`src/rtl/avmm_block_feeder.sv`:
```
// rtl/avmm_block_feeder.sv - Avalon-MM master feeding fixed-size blocks to an accelerator (optional FEEDER_STALL_CNT_EN stall counter)
module avmm_block_feeder #(
    parameter int DATA_W          = 32,
    parameter int FIFO_DEPTH      = 8,
    parameter int WORDS_PER_BLOCK = 4,
    parameter int RESULT_WORDS    = 2
) (
    input  logic              clk,
    input  logic              reset,
    input  logic              in_valid,
    input  logic [DATA_W-1:0] in_data,
    output logic              in_ready,
    output logic              address,
    output logic              write,
    output logic [DATA_W-1:0] writedata,
    output logic              read,
    input  logic [DATA_W-1:0] readdata,
    input  logic              waitrequest,
    output logic              out_valid,
    output logic [DATA_W-1:0] out_data,
    input  logic              out_ready,
    output logic              busy,
    output logic [31:0]       stall_count
);

    localparam int PTR_W  = (FIFO_DEPTH > 1) ? $clog2(FIFO_DEPTH) : 1;
    localparam int WCNT_W = (WORDS_PER_BLOCK > 1) ? $clog2(WORDS_PER_BLOCK) : 1;
    localparam int RCNT_W = (RESULT_WORDS > 1) ? $clog2(RESULT_WORDS) : 1;

    localparam logic [PTR_W:0]    FIFO_FULL = (PTR_W+1)'(FIFO_DEPTH);
    localparam logic [WCNT_W-1:0] WCNT_LAST = WCNT_W'(WORDS_PER_BLOCK - 1);
    localparam logic [RCNT_W-1:0] RCNT_LAST = RCNT_W'(RESULT_WORDS - 1);

    typedef enum logic [1:0] {
        WR  = 2'd0,
        RD  = 2'd1,
        OUT = 2'd2
    } state_t;

    // Input FIFO storage and bookkeeping
    logic [DATA_W-1:0] mem [FIFO_DEPTH];
    logic [PTR_W-1:0]  wr_ptr;
    logic [PTR_W-1:0]  rd_ptr;
    logic [PTR_W:0]    count;
    logic              full;
    logic              empty;
    logic              push;
    logic              pop;
    logic [DATA_W-1:0] head;

    // FSM state, counters and next-state values of the registered outputs
    state_t            state;
    state_t            state_n;
    logic [WCNT_W-1:0] wcnt;
    logic [WCNT_W-1:0] wcnt_n;
    logic [RCNT_W-1:0] rcnt;
    logic [RCNT_W-1:0] rcnt_n;
    logic              address_n;
    logic              write_n;
    logic              read_n;
    logic [DATA_W-1:0] writedata_n;
    logic              out_valid_n;
    logic [DATA_W-1:0] out_data_n;

    // Ready is based only on the current fill level, so a same-cycle pop never lets a full FIFO take a word
    assign full     = (count == FIFO_FULL);
    assign empty    = (count == '0);
    assign in_ready = !full && !reset;
    assign push     = in_valid && in_ready;
    assign head     = mem[rd_ptr];

    assign busy = !((state == WR) && (wcnt == '0) && !write && empty);

    // FIFO storage write; contents need no reset because the pointers define validity
    always_ff @(posedge clk) begin
        if (push) begin
            mem[wr_ptr] <= in_data;
        end
    end

    // FIFO pointers and fill level
    always_ff @(posedge clk) begin
        if (reset) begin
            wr_ptr <= '0;
            rd_ptr <= '0;
            count  <= '0;
        end else begin
            if (push) begin
                wr_ptr <= wr_ptr + PTR_W'(1);
            end
            if (pop) begin
                rd_ptr <= rd_ptr + PTR_W'(1);
            end
            case ({push, pop})
                2'b10:   count <= count + (PTR_W+1)'(1);
                2'b01:   count <= count - (PTR_W+1)'(1);
                default: count <= count;
            endcase
        end
    end

    // State register and registered Avalon / result outputs
    always_ff @(posedge clk) begin
        if (reset) begin
            state     <= WR;
            wcnt      <= '0;
            rcnt      <= '0;
            address   <= 1'b0;
            write     <= 1'b0;
            read      <= 1'b0;
            writedata <= '0;
            out_valid <= 1'b0;
            out_data  <= '0;
        end else begin
            state     <= state_n;
            wcnt      <= wcnt_n;
            rcnt      <= rcnt_n;
            address   <= address_n;
            write     <= write_n;
            read      <= read_n;
            writedata <= writedata_n;
            out_valid <= out_valid_n;
            out_data  <= out_data_n;
        end
    end

    // Next-state logic: commands only change when no transfer is stalled, keeping them stable under waitrequest
    always_comb begin
        state_n     = state;
        wcnt_n      = wcnt;
        rcnt_n      = rcnt;
        address_n   = address;
        write_n     = write;
        read_n      = read;
        writedata_n = writedata;
        out_valid_n = out_valid;
        out_data_n  = out_data;
        pop         = 1'b0;

        unique case (state)
            WR: begin
                if (!write) begin
                    if (!empty) begin
                        address_n   = 1'b1;
                        writedata_n = head;
                        write_n     = 1'b1;
                        pop         = 1'b1;
                    end
                end else if (!waitrequest) begin
                    if (wcnt == WCNT_LAST) begin
                        wcnt_n    = '0;
                        write_n   = 1'b0;
                        address_n = 1'b0;
                        read_n    = 1'b1;
                        state_n   = RD;
                    end else begin
                        wcnt_n = wcnt + WCNT_W'(1);
                        if (!empty) begin
                            writedata_n = head;
                            pop         = 1'b1;
                        end else begin
                            write_n = 1'b0;
                        end
                    end
                end
            end
            RD: begin
                if (read && !waitrequest) begin
                    out_data_n  = readdata;
                    out_valid_n = 1'b1;
                    read_n      = 1'b0;
                    state_n     = OUT;
                end
            end
            OUT: begin
                // read stays low here for at least one cycle, giving the idle gap between reads
                if (out_valid && out_ready) begin
                    out_valid_n = 1'b0;
                    if (rcnt == RCNT_LAST) begin
                        rcnt_n    = '0;
                        address_n = 1'b1;
                        state_n   = WR;
                    end else begin
                        rcnt_n  = rcnt + RCNT_W'(1);
                        read_n  = 1'b1;
                        state_n = RD;
                    end
                end
            end
            default: begin
                state_n = WR;
            end
        endcase
    end

`ifdef FEEDER_STALL_CNT_EN
    // Saturating count of cycles where an issued command is stalled by the slave
    always_ff @(posedge clk) begin
        if (reset) begin
            stall_count <= '0;
        end else if ((write || read) && waitrequest && (stall_count != 32'hFFFF_FFFF)) begin
            stall_count <= stall_count + 32'd1;
        end
    end
`else
    assign stall_count = '0;
`endif

endmodule

```
`config.mk`:
```
export PLATFORM = sky130hd
export DESIGN_NAME = avmm_block_feeder
export DESIGN_NICKNAME = d
export VERILOG_FILES = /design/src/rtl/avmm_block_feeder.sv
export SDC_FILE = /design/constraint.sdc
export NUM_CORES = 1
export LEC_CHECK = 0
export ABC_AREA = 1
export BUFFER_PORTS_ARGS = -buffer_cell sky130_fd_sc_hd__buf_4
export CAP_MARGIN = 0
export CORE_ASPECT_RATIO = 0.75
export CORE_UTILIZATION = 50
export DETAILED_ROUTE_END_ITERATION = 16
export PLACE_DENSITY = 0.81
export SLEW_MARGIN = 10
export SYNTH_ARGS = -nofsm -noshare
export SYNTH_HDL_FRONTEND = slang
export SYNTH_SLANG_ARGS = --single-unit
```
`constraint.sdc`:
```
create_clock -name clk -period 7.7 [get_ports clk]
set_input_delay 0.77 -clock clk [delete_from_list [all_inputs] [get_ports clk]]
set_output_delay 0.77 -clock clk [all_outputs]
set_load 0.005 [all_outputs]
```
Yosys cells after proc, flatten, opt, wreduce, memory -nomap -nowiden
Memory sizes are Yosys's and may differ from the RTL's. A register that Yosys moved wholly into a read port is not among the register bits.
Index checks and enable logic that the tools add are counted.
{"block": "totals", "regBits": 83, "ram_bits": 256, "in_bits": 69, "out_inout_bits": 102, "word_cells": 107, "mem_count": 1}
{"block": "classes", "addsub": 6, "n_eq_ne": 18, "n_mux": 42, "bitwise_logic": 1, "n_reduce_logical": 27}
{"memory": "mem", "words": 8, "word_bits": 32, "rd": 1, "rd_ports_with_merged_regs": 1, "wr": 1, "line": "41", "rtl": "logic [DATA_W-1:0] mem [FIFO_DEPTH];"}
{"cell": "32-bit two-way mux", "n": 4}
{"cell": "1-bit two-way mux", "n": 25}
{"cell": "2-bit != test (second input constant)", "n": 8}
{"cell": "2-bit two-way mux", "n": 6}
{"cell": "3-bit AND reduction", "n": 3}
{"cell": "4-bit case mux with 2 select lines", "n": 1}
{"cell": "1-bit logical AND", "n": 7}
{"cell": "7-bit AND reduction", "n": 1}
{"cell": "3-bit by 1-bit adder with 3-bit output (second input constant)", "n": 2}
{"cell": "2-bit equality test (second input constant)", "n": 3}
{"cell": "3-bit two-way mux", "n": 2}
{"cell": "3-bit != test (second input constant)", "n": 2}
{"cell": "2-bit case mux with 3 select lines", "n": 1}
{"cell": "6-bit AND reduction", "n": 1}
{"cell": "2-bit nonzero test", "n": 3}
{"cell": "1-bit zero test", "n": 5}
{"cell": "5-bit AND reduction", "n": 1}
{"cell": "4-bit by 1-bit adder with 4-bit output (second input constant)", "n": 1}
{"cell": "2-bit by 1-bit equality test with 1-bit output (second input constant)", "n": 2}
{"cell": "4-bit equality test (second input constant)", "n": 1}
{"cell": "2-bit zero test", "n": 2}
{"cell": "4-bit zero test", "n": 1}
{"cell": "1-bit case mux with 2 select lines", "n": 2}
{"cell": "2-bit AND reduction", "n": 2}
{"cell": "other kinds (8)", "n": 8}

Depth between registers and ports, before layout
Gate-level depths: netlist (run 1).
{"block": "depth", "word_depth": 8, "depth_mapped": 15, "mapped_depth_nobuf": 14}

Worst setup path after synthesis (run 1)
Ideal clock, no wire load.
{"block": "synth_path", "kind": "input to register", "from": "input reset", "to": "memory mem[0][0] (enable)", "setup_ns": 0.461, "t_arrival_ns": 3.397, "t_required_ns": 7.239, "slack_ns": 3.842, "path_stages": 4, "path_buffers": 1, "path_cell_list": "inv_1 -> nand3_1 -> buf_2 -> nor3_1"}
{"block": "synth_between", "elab_chain_cells": 5}
{"element": "start: declaration", "line": "9", "rtl": "input logic reset,"}
{"element": "1-bit zero test", "line": "68", "rtl": "assign in_ready = !full && !reset;"}
{"element": "1-bit logical AND", "line": "68"}
{"element": "1-bit logical AND", "line": "69", "rtl": "assign push = in_valid && in_ready;"}
{"element": "1-bit two-way mux", "line": "76", "rtl": "if (push) begin"}
{"element": "1-bit two-way mux (implied by the code)", "line": "77", "rtl": "mem[wr_ptr] <= in_data;"}
{"element": "end: declaration", "line": "41"}
No other way between the ends.

Final worst setup path (run 1)
{"block": "layout_path", "from": "input reset", "to": "memory mem[6][9] (enable)"}
The elaborated chain is that of the path after synthesis.

==> results of run 1 <==
[layer usage]
layer / part of all wire (%) / vias to the layer above
li1: - / 4434
met1: 42 / 4485
met2: 50 / 350
met3: 6.5 / 58
met4: 1.9 / 0
met5: 0 / -
[layout make-up]
type                       instances  area [um2]
inverter                         155         582
clock buffer                      43         990
clock inverter                    20         269
sequential                       342        9410
multi-input combinational        661        3420
tap                              351         439
fill                            2099       10800
timing repair buffer             159        1190
[cells in the mapped netlist]
cell type / n / share of area, %
xnor2_1: 3 / 0.19
dfxtp_1: 86 / 12
inv_1: 151 / 4.1
nor2_4: 1 / 0.081
buf_4: 41 / 2.2
conb_1: 1 / 0.027
nand2_2: 1 / 0.045
buf_1: 4 / 0.11
a31oi_1: 1 / 0.045
o21ai_0: 77 / 2.8
a211oi_1: 1 / 0.054
a21oi_1: 40 / 1.4
ha_1: 7 / 0.63
a21oi_2: 10 / 0.63
xor2_1: 1 / 0.063
nand2_1: 183 / 5.0
nand3_2: 1 / 0.072
nor2_2: 2 / 0.090
buf_6: 2 / 0.16
nor3_1: 10 / 0.36
nor2_1: 85 / 2.3
clkbuf_1: 20 / 0.54
o21ai_1: 3 / 0.11
edfxtp_1: 256 / 55
nand4_1: 2 / 0.090
nand3_1: 76 / 2.7
o21ai_4: 1 / 0.12
inv_2: 4 / 0.11
buf_2: 37 / 1.3
o211ai_1: 124 / 6.7
[kinds of logic after synthesis]
family,Yosys count
other,1
DFF,342
adders and majority gates,7
buffers and inverters,259
AOI/OAI and AO/OA,257
xor gates and xnor gates,4
and+or+nand+nor,361
[per-stage QoR]
stage	instance area, um2	utilization [%]	setup slack (ns)
floorplan	14000	-	3.84
global placement	15000	55.5	3.39
detailed placement	15000	55.5	3.23
CTS	16300	60.1	3.80
global route	16300	60.1	3.46
finish	16300	60.1	3.83
[worst register-to-register path: stages (launching register included)]
cell     delay [ns]
dfxtp_1        0.42
nor2_2         0.10
nand3_1        0.07
nand3_1        0.53
nor3_2         0.92
buf_4          0.46
[sequential cells by signal (all words and copies together) (netlist names), named ones only]
signal,cells
read,1
writedata,32
count,4
out_data,32
mem,256
wcnt,2
out_valid,1
write,1
rcnt,1
state,2
address,1
rd_ptr,3
wr_ptr,3
[where the power goes]
group          leakage, nW  switching [mW]  internal, mW
Sequential            3.02           0.138          2.13
Combinational         2.67           0.731         0.462
Clock                0.616           0.703          1.12
Total                 6.30            1.57          3.72
[worst max path at each step]
stage,to,slack [ns],cells after the start
6_report,mem[6][9],3.83,5
4_1_cts,mem[6][9],3.80,5
3_5_place_dp,mem[6][8],3.23,5
5_1_grt,mem[6][9],3.46,5
3_3_place_gp,mem[6][2],3.39,5
2_1_floorplan,mem[0][0],3.84,4
==> PnR_summary.wiki, run 1 <==
{| class="wikitable"
! Metric !! Value
|-
| Setup repair after global routing missed its margin || no
|-
| Worst Hold Slack || roughly 0.47 ns
|-
| Largest stage delay on the critical path || 0.92 ns
|-
| Maximum resistive drop on vdd || 0.205 mV
|-
| Worst flop-to-flop path startpoint || count[0]
|-
| Number of buffers added for setup after CTS || 0
|-
| Cell family with most CP delay || simple AND/OR/NAND/NOR gates
|-
| Count of placed standard cells in the final layout, fillers left out || 1,731
|-
| Synthesized area per cell || between 10 and 15 um2
|-
| Max-cap violations || 0
|-
| Combinational family with the most area after synthesis || compound AO/OA/AOI/OAI gates
|-
| ANT nets after route || 0
|-
| Maximum clock skew at final layout || 0.0118 ns
|-
| Clock transition at path regs || 0.06 ns
|-
| Num rows || between 50 and 60
|-
| Via count of the first global-routing pass || about 9,000
|-
| Synth-to-Final Area Change || 17.7%
|-
| Number of instances in the placed design || 1,668
|-
| Total global-route track usage || 21.0%
|-
| Post-detailed-placement half-perimeter wirelength || 18,100 um
|-
| Hold Path Class || register to register
|-
| Most congested layer reported by global routing || met2
|-
| Arrival time at the worst endpoint || 4.04 ns
|-
| Met3 Usage GRT || 3.88%
|-
| Ports placed on the boundary || 171
|-
| Die Outline Area || 0.0284 mm2
|-
| Library cell appearing most often on the critical path || buf_4
|-
| Power per Cell Area || 324 mW/mm2
|-
| Quantity of gates resized following cts || 0
|-
| Origin of the worst min-delay path || rd_ptr[2]
|-
| Upper clock frequency limit || 0.258 GHz
|-
| Part of the Yosys area used for sequential elements || between 60% and 70%
|-
| Kind of end point of the critical path || register
|-
| Starting utilization of the core area || 51.1%
|-
| Hold Path Depth || 2
|-
| Result of the run || finished clean
|-
| Global placement routability congestion || slightly above 0.8
|-
| Clock Tree Buf Depth || 3
|-
| Remaining Overflow, GRT || 0
|-
| R2r worst-path depth || 5
|-
| Simple-gate share of the synthesized area || 10.7%
|-
| Met1 Track Usage GR || 27.9%
|-
| # port buffers || between 100 and 150
|-
| Insertion delay of the later-clocked pin in the worst-skew pair || 0.51 ns
|-
| Endpoint of the lowest-slack register-to-register path || mem[6][9]
|-
| Reg2reg setup slack || 4.85 ns
|-
| Synthesis-stage register bit count || roughly 340
|-
| Core Box Area || 0.0271 mm2
|-
| Total buffers and inverters traversed by the critical path || 3
|-
| Fraction of the mapped netlist area in compound gates || between 10% and 20%
|-
| Largest net degree at the start of global routing || 105
|-
| Initial antenna violation count || 0
|-
| Wire length of the first global-routing pass || 47,300 um
|-
| Number of distinct library cells after synthesis || 30
|-
| Clock root buffer || clkbuf_16
|-
| Kind of start point of the critical path || primary input
|-
| Synth warn || 0
|-
| Number of diodes || 0
|-
| Synthesized cell area || 0.0139 mm2
|-
| Final number of setup-violating endpoints || 0
|-
| Commonest non-fill, non-tap cell in the layout || edfxtp_1
|-
| Critical Path Source || reset
|-
| Total Power Consumption || 5.29 mW
|-
| TritonRoute pass-1 iters || 5
|-
| Adder and majority gate portion of the synthesized area || 0.632%
|-
| Y dimension of the die || roughly 150 um
|-
| Total leakage power || around 6.3 nW
|-
| Critical Path, Cell by Cell || buf_4 > inv_2 > nand3_1 > nor3_2 > buf_4
|-
| DRT Wirelength || 29,600 um
|-
| Biggest fanout along the worst timing path || 76
|-
| Slowest cell on the critical path || nor3_2
|-
| Slew Limit Headroom || 21.4%
|-
| Hold buffer count at CTS || 0
|-
| Horizontal extent of the die || 194 um
|-
| Cts bufs inserted || 35
|-
| Fin Setup TNS || 0 ns
|-
| Req. time, crit path || 7.87 ns
|-
| Multiplexer share of the synthesized area || 0%
|-
| Num Clock Sinks || 342
|-
| Commonest cells after routing, fill and taps aside || edfxtp_1 (256), nand2_1 (183), buf_4 (159), inv_1 (150), o211ai_1 (124)
|-
| Residual DRC count || 0
|-
| Measured slew at the worst slew-check pin || 1.18 ns
|-
| CTS H-Tree Depth || 2
|-
| Period utilisation layout || 50.2%
|-
| Cells after synthesis || around 1,200
|-
| Number of nets in the final layout || 1,430
|-
| TritonCTS clock tree || built
|-
| Final hold vios || 0
|-
| Total vias in the final route || 9,327
|-
| Max-slew violation count || 0
|-
| Met2 Usage GRT || between 30% and 40%
|-
| Crit Path Class || primary input to register
|-
| Number of violations reported at the end of detailed-routing iteration 0 || 744
|-
| Detailed-route vias per instance || roughly 5.4
|-
| Routed wirelength normalized by instance count || ~17 um
|-
| Fraction of final layout cells sized beyond drive strength 1 || 17.9%
|-
| XOR/XNOR Fraction of Synth Area || 0.253%
|-
| Final critical path time including I/O delays and setup || a little under 4 ns
|}
(Power assumes the default switching activity.)
==> run 2: changes to the inputs <==
- ABC_AREA: 1 -> 0
- PLACE_DENSITY: 0.81 -> 0.84
- clock period: 7.7 -> 3.3 ns (I/O delays scaled with it)
==> PnR_summary.wiki, run 2 <==
{| class="wikitable"
! Metric !! Value
|-
| Result of the run || complete, but fails checks (was finished clean)
|-
| Failing checks || design-rule violations
|-
| Clock Tree Buf Depth || 3 (unchanged)
|-
| Fraction of final layout cells sized beyond drive strength 1 || 32.8% (was 17.9%)
|-
| Starting utilization of the core area || 50.9% (was 51.1%)
|-
| Horizontal extent of the die || 190 um (was 194 um)
|-
| CTS H-Tree Depth || 1 (was 2)
|-
| Routed wirelength normalized by instance count || 19.4 um (was 17.1 um)
|-
| Met2 Usage GRT || 32.7% (was 35.5%)
|-
| Clock transition at path regs || 0.07 ns (was 0.06 ns)
|-
| Clock root buffer || clkbuf_16 (unchanged)
|-
| # port buffers || 138 (unchanged)
|-
| Commonest non-fill, non-tap cell in the layout || edfxtp_1 (unchanged)
|-
| Post-synth top area cell || edfxtp_1 (unchanged)
|-
| Slowest cell on the critical path || nor3b_1 (was nor3_2)
|-
| Endpoint of the lowest-slack register-to-register path || count[2] (was mem[6][9])
|-
| Library cell with the highest instance count after synthesis || edfxtp_1 (unchanged)
|-
| ANT nets after route || 0 (unchanged)
|-
| Total leakage power || 5.32 nW (was 6.30 nW)
|-
| Origin of the worst min-delay path || in_data[15] (was rd_ptr[2])
|-
| Remaining Overflow, GRT || 0 (unchanged)
|-
| Detailed-route vias per instance || 5.40 (was 5.39)
|-
| Number of enable-type register cells in the synthesized netlist || 256 (unchanged)
|-
| Largest Register || mem (unchanged)
|-
| Num Clock Sinks || 342 (unchanged)
|-
| Synthesis-stage register bit count || 342 (unchanged)
|-
| Worst flop-to-flop path startpoint || count[1] (was count[0])
|-
| Period utilisation layout || 83.5%
|-
| Met3 Usage GRT || 3.42% (was 3.88%)
|-
| Number of nets in the final layout || 1,019 (was 1,430)
|-
| Kind of end point of the critical path || register (unchanged)
|-
| Final critical path time including I/O delays and setup || 2.75 ns
|-
| Commonest cells after routing, fill and taps aside || edfxtp_1 (256), buf_4 (158), dfxtp_1 (83), nand2_1 (73), mux4_2 (64) (was edfxtp_1 (256), nand2_1 (183), buf_4 (159), inv_1 (150), o211ai_1 (124))
|-
| Total global-route track usage || 19.4% (was 21.0%)
|-
| Synth warn || 0 (unchanged)
|-
| Most congested layer reported by global routing || met2 (unchanged)
|-
| Synthesized area per cell || 16.8 um2 (was 11.3 um2)
|-
| Synth-to-Final Area Change || 19.3% (was 17.7%)
|-
| Most frequent cells after synthesis || edfxtp_1 (256), dfxtp_1 (86), nand2_1 (73) (was edfxtp_1 (256), nand2_1 (183), inv_1 (151))
|-
| TritonCTS clock tree || built (unchanged)
|-
| Residual DRC count || 2 (was 0)
|-
| Via count of the first global-routing pass || 7,170 (was 8,874)
|-
| Core Box Area || 0.0259 mm2 (was 0.0271 mm2)
|-
| Reg2reg setup slack || 0.55 ns (was 4.85 ns)
|-
| Post-detailed-placement half-perimeter wirelength || 15,200 um (was 18,100 um)
|-
| Y dimension of the die || 143 um (was 146 um)
|-
| Total vias in the final route || 7,087 (was 9,327)
|-
| Slew Limit Headroom || 22.5% (was 21.4%)
|-
| Kind of start point of the critical path || register (was primary input)
|-
| Number of distinct library cells after synthesis || 39 (was 30)
|-
| Max-slew violation count || 0 (unchanged)
|-
| Number of violations reported at the end of detailed-routing iteration 0 || 575 (was 744)
|-
| Die Outline Area || 0.0270 mm2 (was 0.0284 mm2)
|-
| Crit Path Class || register to register (was primary input to register)
|-
| Largest stage delay on the critical path || 0.55 ns (was 0.92 ns)
|-
| Main area contributors after synthesis || edfxtp_1 (58%), dfxtp_1 (13%), mux4_2 (11%) (was edfxtp_1 (55%), dfxtp_1 (12%), o211ai_1 (6.7%))
|-
| Area fraction of the dominant cell type after synthesis || 58.3% (was 55.5%)
|-
| Number of fill cells in the layout || 1,833 (was 2,099)
|-
| Wire length of the first global-routing pass || 40,100 um (was 47,300 um)
|-
| Synthesized cell area || 0.0132 mm2 (was 0.0139 mm2)
|-
| Global placement routability congestion || 0.773 (was 0.819)
|-
| Insertion delay of the later-clocked pin in the worst-skew pair || 0.55 ns (was 0.51 ns)
|-
| Met1 Track Usage GR || 26.1% (was 27.9%)
|-
| Arrival time at the worst endpoint || 3.22 ns (was 4.04 ns)
|-
| Final hold vios || 0 (unchanged)
|-
| Initial antenna violation count || 2 (was 0)
|-
| TritonRoute pass-1 iters || 11 (was 5)
|-
| Max-cap violations || 0 (unchanged)
|-
| R2r worst-path depth || 10 (was 5)
|-
| Post-synth ARST share || 0% (unchanged)
|-
| Part of the Yosys area used for sequential elements || 71.3% (was 67.9%)
|-
| Power per Cell Area || 728 mW/mm2 (was 324 mW/mm2)
|-
| Maximum clock skew at final layout || 0.0112 ns (was 0.0118 ns)
|-
| Total Power Consumption || 11.5 mW (was 5.29 mW)
|-
| Finished Core Util || 60.7% (was 60.1%)
|-
| Hold Path Depth || 1 (was 2)
|-
| Measured slew at the worst slew-check pin || 1.16 ns (was 1.18 ns)
|-
| Largest registers || mem: 256 flops, out_data: 32 flops, writedata: 32 flops (unchanged)
|-
| Cts bufs inserted || 31 (was 35)
|-
| Register area || 0.00942 mm2 (was 0.00941 mm2)
|-
| DRT Wirelength || 25,400 um (was 29,600 um)
|-
| Number of buffers added for setup after CTS || 0 (unchanged)
|-
| Biggest fanout along the worst timing path || 8 (was 76)
|-
| Ports placed on the boundary || 171 (unchanged)
|-
| Critical Path, Cell by Cell || nor4b_1 > nor3b_1 > inv_1 > ha_1 > xor2_1 > ha_1 > a21oi_1 > xor2_1 > or3_1 > a21oi_1 (was buf_4 > inv_2 > nand3_1 > nor3_2 > buf_4)
|-
| Req. time, crit path || 3.77 ns (was 7.87 ns)
|-
| Num rows || 51 (was 52)
|-
| Flip-flop count of the largest register, all copies and words added || 256 (unchanged)
|-
| Maximum resistive drop on vdd || 0.582 mV (was 0.205 mV)
|-
| Fin Setup TNS || 0 ns (unchanged)
|-
| Cells after synthesis || 783 (was 1,231)
|-
| Setup repair after global routing missed its margin || no (unchanged)
|-
| Upper clock frequency limit || around 0.36 GHz
|-
| Largest net degree at the start of global routing || 88 (was 105)
|-
| Multi-input gate area || 0.00350 mm2 (was 0.00342 mm2)
|-
| Hold Path Class || primary input to register (was register to register)
|-
| Final number of setup-violating endpoints || 0 (unchanged)
|-
| Destination of the worst hold path || mem[5][15]
|-
| Most frequently used flop master after synthesis || edfxtp_1 (unchanged)
|}
[run 2: timing repair]
action	CTS	global route
gates resized for setup	0	0
hold buffers	13	0
endpoints found under the hold margin	79	0
[run 2: metrics by stage]
| stage | std cells | area [um2] | setup slack [ns] | hold slack, ns |
|---|---|---|---|---|
| after floorplan | 814 | 13300 | 0.391 | 0.426 |
| after global placement | 1241 | 14600 | 0.702 | 0.442 |
| after detailed placement | 1241 | 14600 | 0.573 | 0.447 |
| after CTS | 1311 | 15700 | 0.557 | 0.0000619 |
| after global routing | 1312 | 15700 | 0.236 | 0.00676 |
| final | 1312 | 15700 | 0.546 | 0.0156 |
[run 2: worst max-delay path, delay by kind of cell (launching register included)]
| kind | cells | cell delay, ns |
|---|---|---|
| simple gates | 3 | 1.00 |
| fa+ha+maj | 2 | 0.49 |
| flops | 1 | 0.47 |
| compound gates | 2 | 0.30 |
| xor+xnor | 2 | 0.26 |
| buf+inv | 1 | 0.15 |
[run 2: power by group]
| group | total [mW] | internal (mW) | leakage [nW] | switching (mW) |
|---|---|---|---|---|
| Combinational | 2.68 | 1.32 | 1.82 | 1.36 |
| Clock | 3.54 | 2.02 | 0.484 | 1.52 |
| Sequential | 5.23 | 4.94 | 3.02 | 0.285 |
[run 2: how the worst max path moves through the flow]
stage                      endpoint     start  cells past startpoint  slack, ns
after floorplan           mem[4][0]     reset                      4       0.39
after global placement     count[2]  count[1]                     10       0.70
after detailed placement   count[2]  count[1]                     10       0.57
after CTS                  count[2]  count[1]                     10       0.56
after global routing       count[2]  count[1]                     10       0.24
final                      count[2]  count[1]                     10       0.55
[run 2: area by class of cell]
class / count / area share (%)
Tap cell: 344 / 2.74
Inverter: 4 / 0.0954
Sequential cell: 342 / 59.8
Clock buffer: 37 / 5.26
Multi-Input combinational cell: 391 / 22.3
Antenna cell: 1 / 0.0159
Timing Repair Buffer: 173 / 8.62
Clock inverter: 20 / 1.16
[run 2: layer usage]
| metal | share of wire [%] | vias up | wire (um) |
|---|---|---|---|
| li1 | - | 3242 | - |
| met1 | 43 | 3534 | 10800 |
| met2 | 49 | 264 | 12300 |
| met3 | 6.7 | 45 | 1690 |
| met4 | 2.1 | 2 | 529 |
| met5 | 0.047 | - | 12 |
[run 2: logic make-up after synthesis]
family | after synthesis | share of synthesized area (%)
XOR/XNOR | 7 | 0.465
AO/OA/AOI/OAI | 84 | 5.02
multiplexers | 98 | 13.5
other | 1 | 0.0284
AND/OR/NAND/NOR | 163 | 5.40
buffers and inverters | 81 | 3.59
adder cells (fa/ha/maj) | 7 | 0.664
flip-flops | 342 | 71.3
==> run 3: changes to the inputs <==
- PLACE_DENSITY: 0.84 -> 0.82
- clock period: 3.3 -> 2.7 ns (I/O delays scaled with it)
==> PnR_summary.wiki, run 3 (synthesized netlist as in run 2, its figures left out) <==
{| class="wikitable"
! Metric !! Value
|-
| Result of the run || finished clean (was complete, but fails checks)
|-
| Number of buffers added for setup after CTS || 0 (unchanged)
|-
| Endpoint of the lowest-slack register-to-register path || count[2] (unchanged)
|-
| Power per Cell Area || 878 mW/mm2 (was 728 mW/mm2)
|-
| Commonest cells after routing, fill and taps aside || edfxtp_1 (256), buf_4 (160), dfxtp_1 (83), nand2_1 (73), dlygate4sd3_1 (65) (was edfxtp_1 (256), buf_4 (158), dfxtp_1 (83), nand2_1 (73), mux4_2 (64))
|-
| Hold Path Class || primary input to register (unchanged)
|-
| Total leakage power || 5.62 nW (was 5.32 nW)
|-
| Multi-input gate area || 0.00350 mm2 (about the same)
|-
| Clock transition at path regs || 0.06 ns (was 0.07 ns)
|-
| Req. time, crit path || 3.19 ns (was 3.77 ns)
|-
| Clock Tree Buf Depth || 3 (unchanged)
|-
| Register area || 0.00942 mm2 (unchanged)
|-
| Core Box Area || 0.0259 mm2 (unchanged)
|-
| R2r worst-path depth || 10 (unchanged)
|-
| TritonCTS clock tree || built (unchanged)
|-
| Insertion delay of the later-clocked pin in the worst-skew pair || 0.56 ns (was 0.55 ns)
|-
| Commonest non-fill, non-tap cell in the layout || edfxtp_1 (unchanged)
|-
| Post-detailed-placement half-perimeter wirelength || 16,000 um (was 15,200 um)
|-
| Maximum clock skew at final layout || 0.0108 ns (was 0.0112 ns)
|-
| Period utilisation layout || 89.2% (was 83.5%)
|-
| Crit Path Class || register to register (unchanged)
|-
| Origin of the worst min-delay path || waitrequest (was in_data[15])
|-
| Count of placed standard cells in the final layout, fillers left out || 1,371 (was 1,312)
|-
| CTS H-Tree Depth || 1 (unchanged)
|-
| Kind of end point of the critical path || register (unchanged)
|-
| Largest Register || mem (unchanged)
|-
| Max-slew violation count || 0 (unchanged)
|-
| Biggest fanout along the worst timing path || 5 (was 8)
|-
| Largest registers || mem: 256 flops, out_data: 32 flops, writedata: 32 flops (unchanged)
|-
| Routed wirelength normalized by instance count || 19.6 um (was 19.4 um)
|-
| Reg2reg setup slack || 0.29 ns (was 0.55 ns)
|-
| Final critical path time including I/O delays and setup || 2.41 ns (was 2.75 ns)
|-
| Via count of the first global-routing pass || 7,476 (was 7,170)
|-
| Number of instances in the placed design || 1,247 (was 1,241)
|-
| Worst flop-to-flop path startpoint || wcnt[0] (was count[1])
|-
| Global placement routability congestion || 0.784 (was 0.773)
|-
| Horizontal extent of the die || 190 um (unchanged)
|-
| Detailed-route vias per instance || 5.34 (was 5.40)
|-
| Finished Core Util || 63.4% (was 60.7%)
|-
| Worst Hold Slack || 0.0542 ns (was 0.0156 ns)
|-
| Y dimension of the die || 143 um (unchanged)
|-
| Total vias in the final route || 7,327 (was 7,087)
|-
| Fraction of final layout cells sized beyond drive strength 1 || 31.6% (was 32.8%)
|-
| Total global-route track usage || 20.3% (was 19.4%)
|-
| Arrival time at the worst endpoint || 2.89 ns (was 3.22 ns)
|-
| # port buffers || 138 (unchanged)
|-
| Synth-to-Final Area Change || 24.5% (was 19.3%)
|-
| Cts bufs inserted || 31 (unchanged)
|-
| Wire length of the first global-routing pass || 41,800 um (was 40,100 um)
|-
| Flip-flop count of the largest register, all copies and words added || 256 (unchanged)
|-
| Number of fill cells in the layout || 1,808 (was 1,833)
|-
| DRT Wirelength || 26,900 um (was 25,400 um)
|-
| Hold buffer count at CTS || 65 (was 13)
|-
| Destination of the worst hold path || write (was mem[5][15])
|-
| Upper clock frequency limit || 0.415 GHz (was 0.363 GHz)
|-
| Kind of start point of the critical path || register (unchanged)
|-
| Clock root buffer || clkbuf_16 (unchanged)
|-
| Num rows || 51 (unchanged)
|-
| Measured slew at the worst slew-check pin || 0.694 ns (was 1.16 ns)
|-
| Remaining Overflow, GRT || 0 (unchanged)
|-
| ANT nets after route || 0 (unchanged)
|-
| Ports placed on the boundary || 171 (unchanged)
|-
| Starting utilization of the core area || 50.9% (unchanged)
|-
| Number of violations reported at the end of detailed-routing iteration 0 || 558 (was 575)
|-
| Largest net degree at the start of global routing || 55 (was 88)
|-
| Hold Path Depth || 3 (was 1)
|-
| Maximum resistive drop on vdd || 0.567 mV (was 0.582 mV)
|-
| Initial antenna violation count || 1 (was 2)
|-
| Max-cap violations || 0 (unchanged)
|-
| TritonRoute pass-1 iters || 5 (was 11)
|-
| Number of nets in the final layout || 1,077 (was 1,019)
|-
| Setup repair after global routing missed its margin || no (unchanged)
|-
| Final hold vios || 0 (unchanged)
|-
| Die Outline Area || 0.0270 mm2 (unchanged)
|-
| Residual DRC count || 0 (was 2)
|-
| Final number of setup-violating endpoints || 0 (unchanged)
|-
| Quantity of gates resized following cts || 0 (unchanged)
|-
| Slew Limit Headroom || 53.1% (was 22.5%)
|-
| Num Clock Sinks || 342 (unchanged)
|}
run 3: cell count changes in the layout (fill, tap and decap cells not counted):
cell / before / now
clkinvlp_2: 1 / 0
ha_2: 0 / 1
clkinvlp_4: 5 / 1
ha_1: 7 / 6
dlygate4sd3_1: 13 / 65
buf_4: 158 / 160
bufinv_16: 3 / 6
clkinv_4: 0 / 1
buf_12: 2 / 6
clkbuf_8: 3 / 2
clkbuf_1: 3 / 4
inv_6: 0 / 2
run 3: final cells by class:
class                           count  area share [%]
Multi-Input combinational cell    391            21.3
Sequential cell                   342            57.3
Antenna cell                        1          0.0152
Clock buffer                       37            4.98
Tap cell                          344            2.62
Clock inverter                     21            1.61
Inverter                            4          0.0914
Timing Repair Buffer              231            12.0
run 3: worst max-delay path by stage:
stage	startpoint	to	slack, ns
floorplan	count[1]	mem[4][0]	-0.21
global placement	count[0]	count[2]	0.33
detailed placement	count[0]	count[2]	0.34
CTS	count[0]	count[2]	0.31
global route	count[1]	count[2]	0.04
finish	wcnt[0]	count[2]	0.29
run 3: worst max-delay path: stages (launching register included):
cell and delay [ns]:
dfxtp_1 0.33, ha_1 0.25, o21ai_0 0.29, and3_4 0.26, ha_2 0.23, xor2_1 0.17, ha_1 0.16, a21oi_1 0.04
xor2_1 0.16, or3_1 0.31, a21oi_1 0.15
run 3: per-stage QoR:
stage | power (mW) | area, um2 | TNS (ns) | setup WS (ns)
floorplan | 8.85 | 13300 | -37.95 | -0.208
global placement | 9.75 | 14700 | 0 | 0.332
detailed placement | 9.86 | 14700 | 0 | 0.340
CTS | 14.5 | 16400 | 0 | 0.306
global route | 15.1 | 16400 | 0 | 0.0412
finish | 14.4 | 16400 | 0 | 0.292
run 3: routing by layer:
| metal | part of all wire, % | up-vias | track usage, % |
|---|---|---|---|
| met4 | 1.6 | 0 | 4.20 |
| met5 | 0 | - | 0 |
| li1 | - | 3368 | - |
| met3 | 5.8 | 38 | 3.32 |
| met2 | 48 | 249 | 33.3 |
| met1 | 45 | 3672 | 28.8 |
run 3: report_power, final:
group / switching, mW / leakage, nW / internal, mW / total, mW
clock network: 1.87 / 0.533 / 2.74 / 4.61
registers: 0.340 / 3.02 / 6.04 / 6.38
logic: 1.72 / 2.08 / 1.71 / 3.42
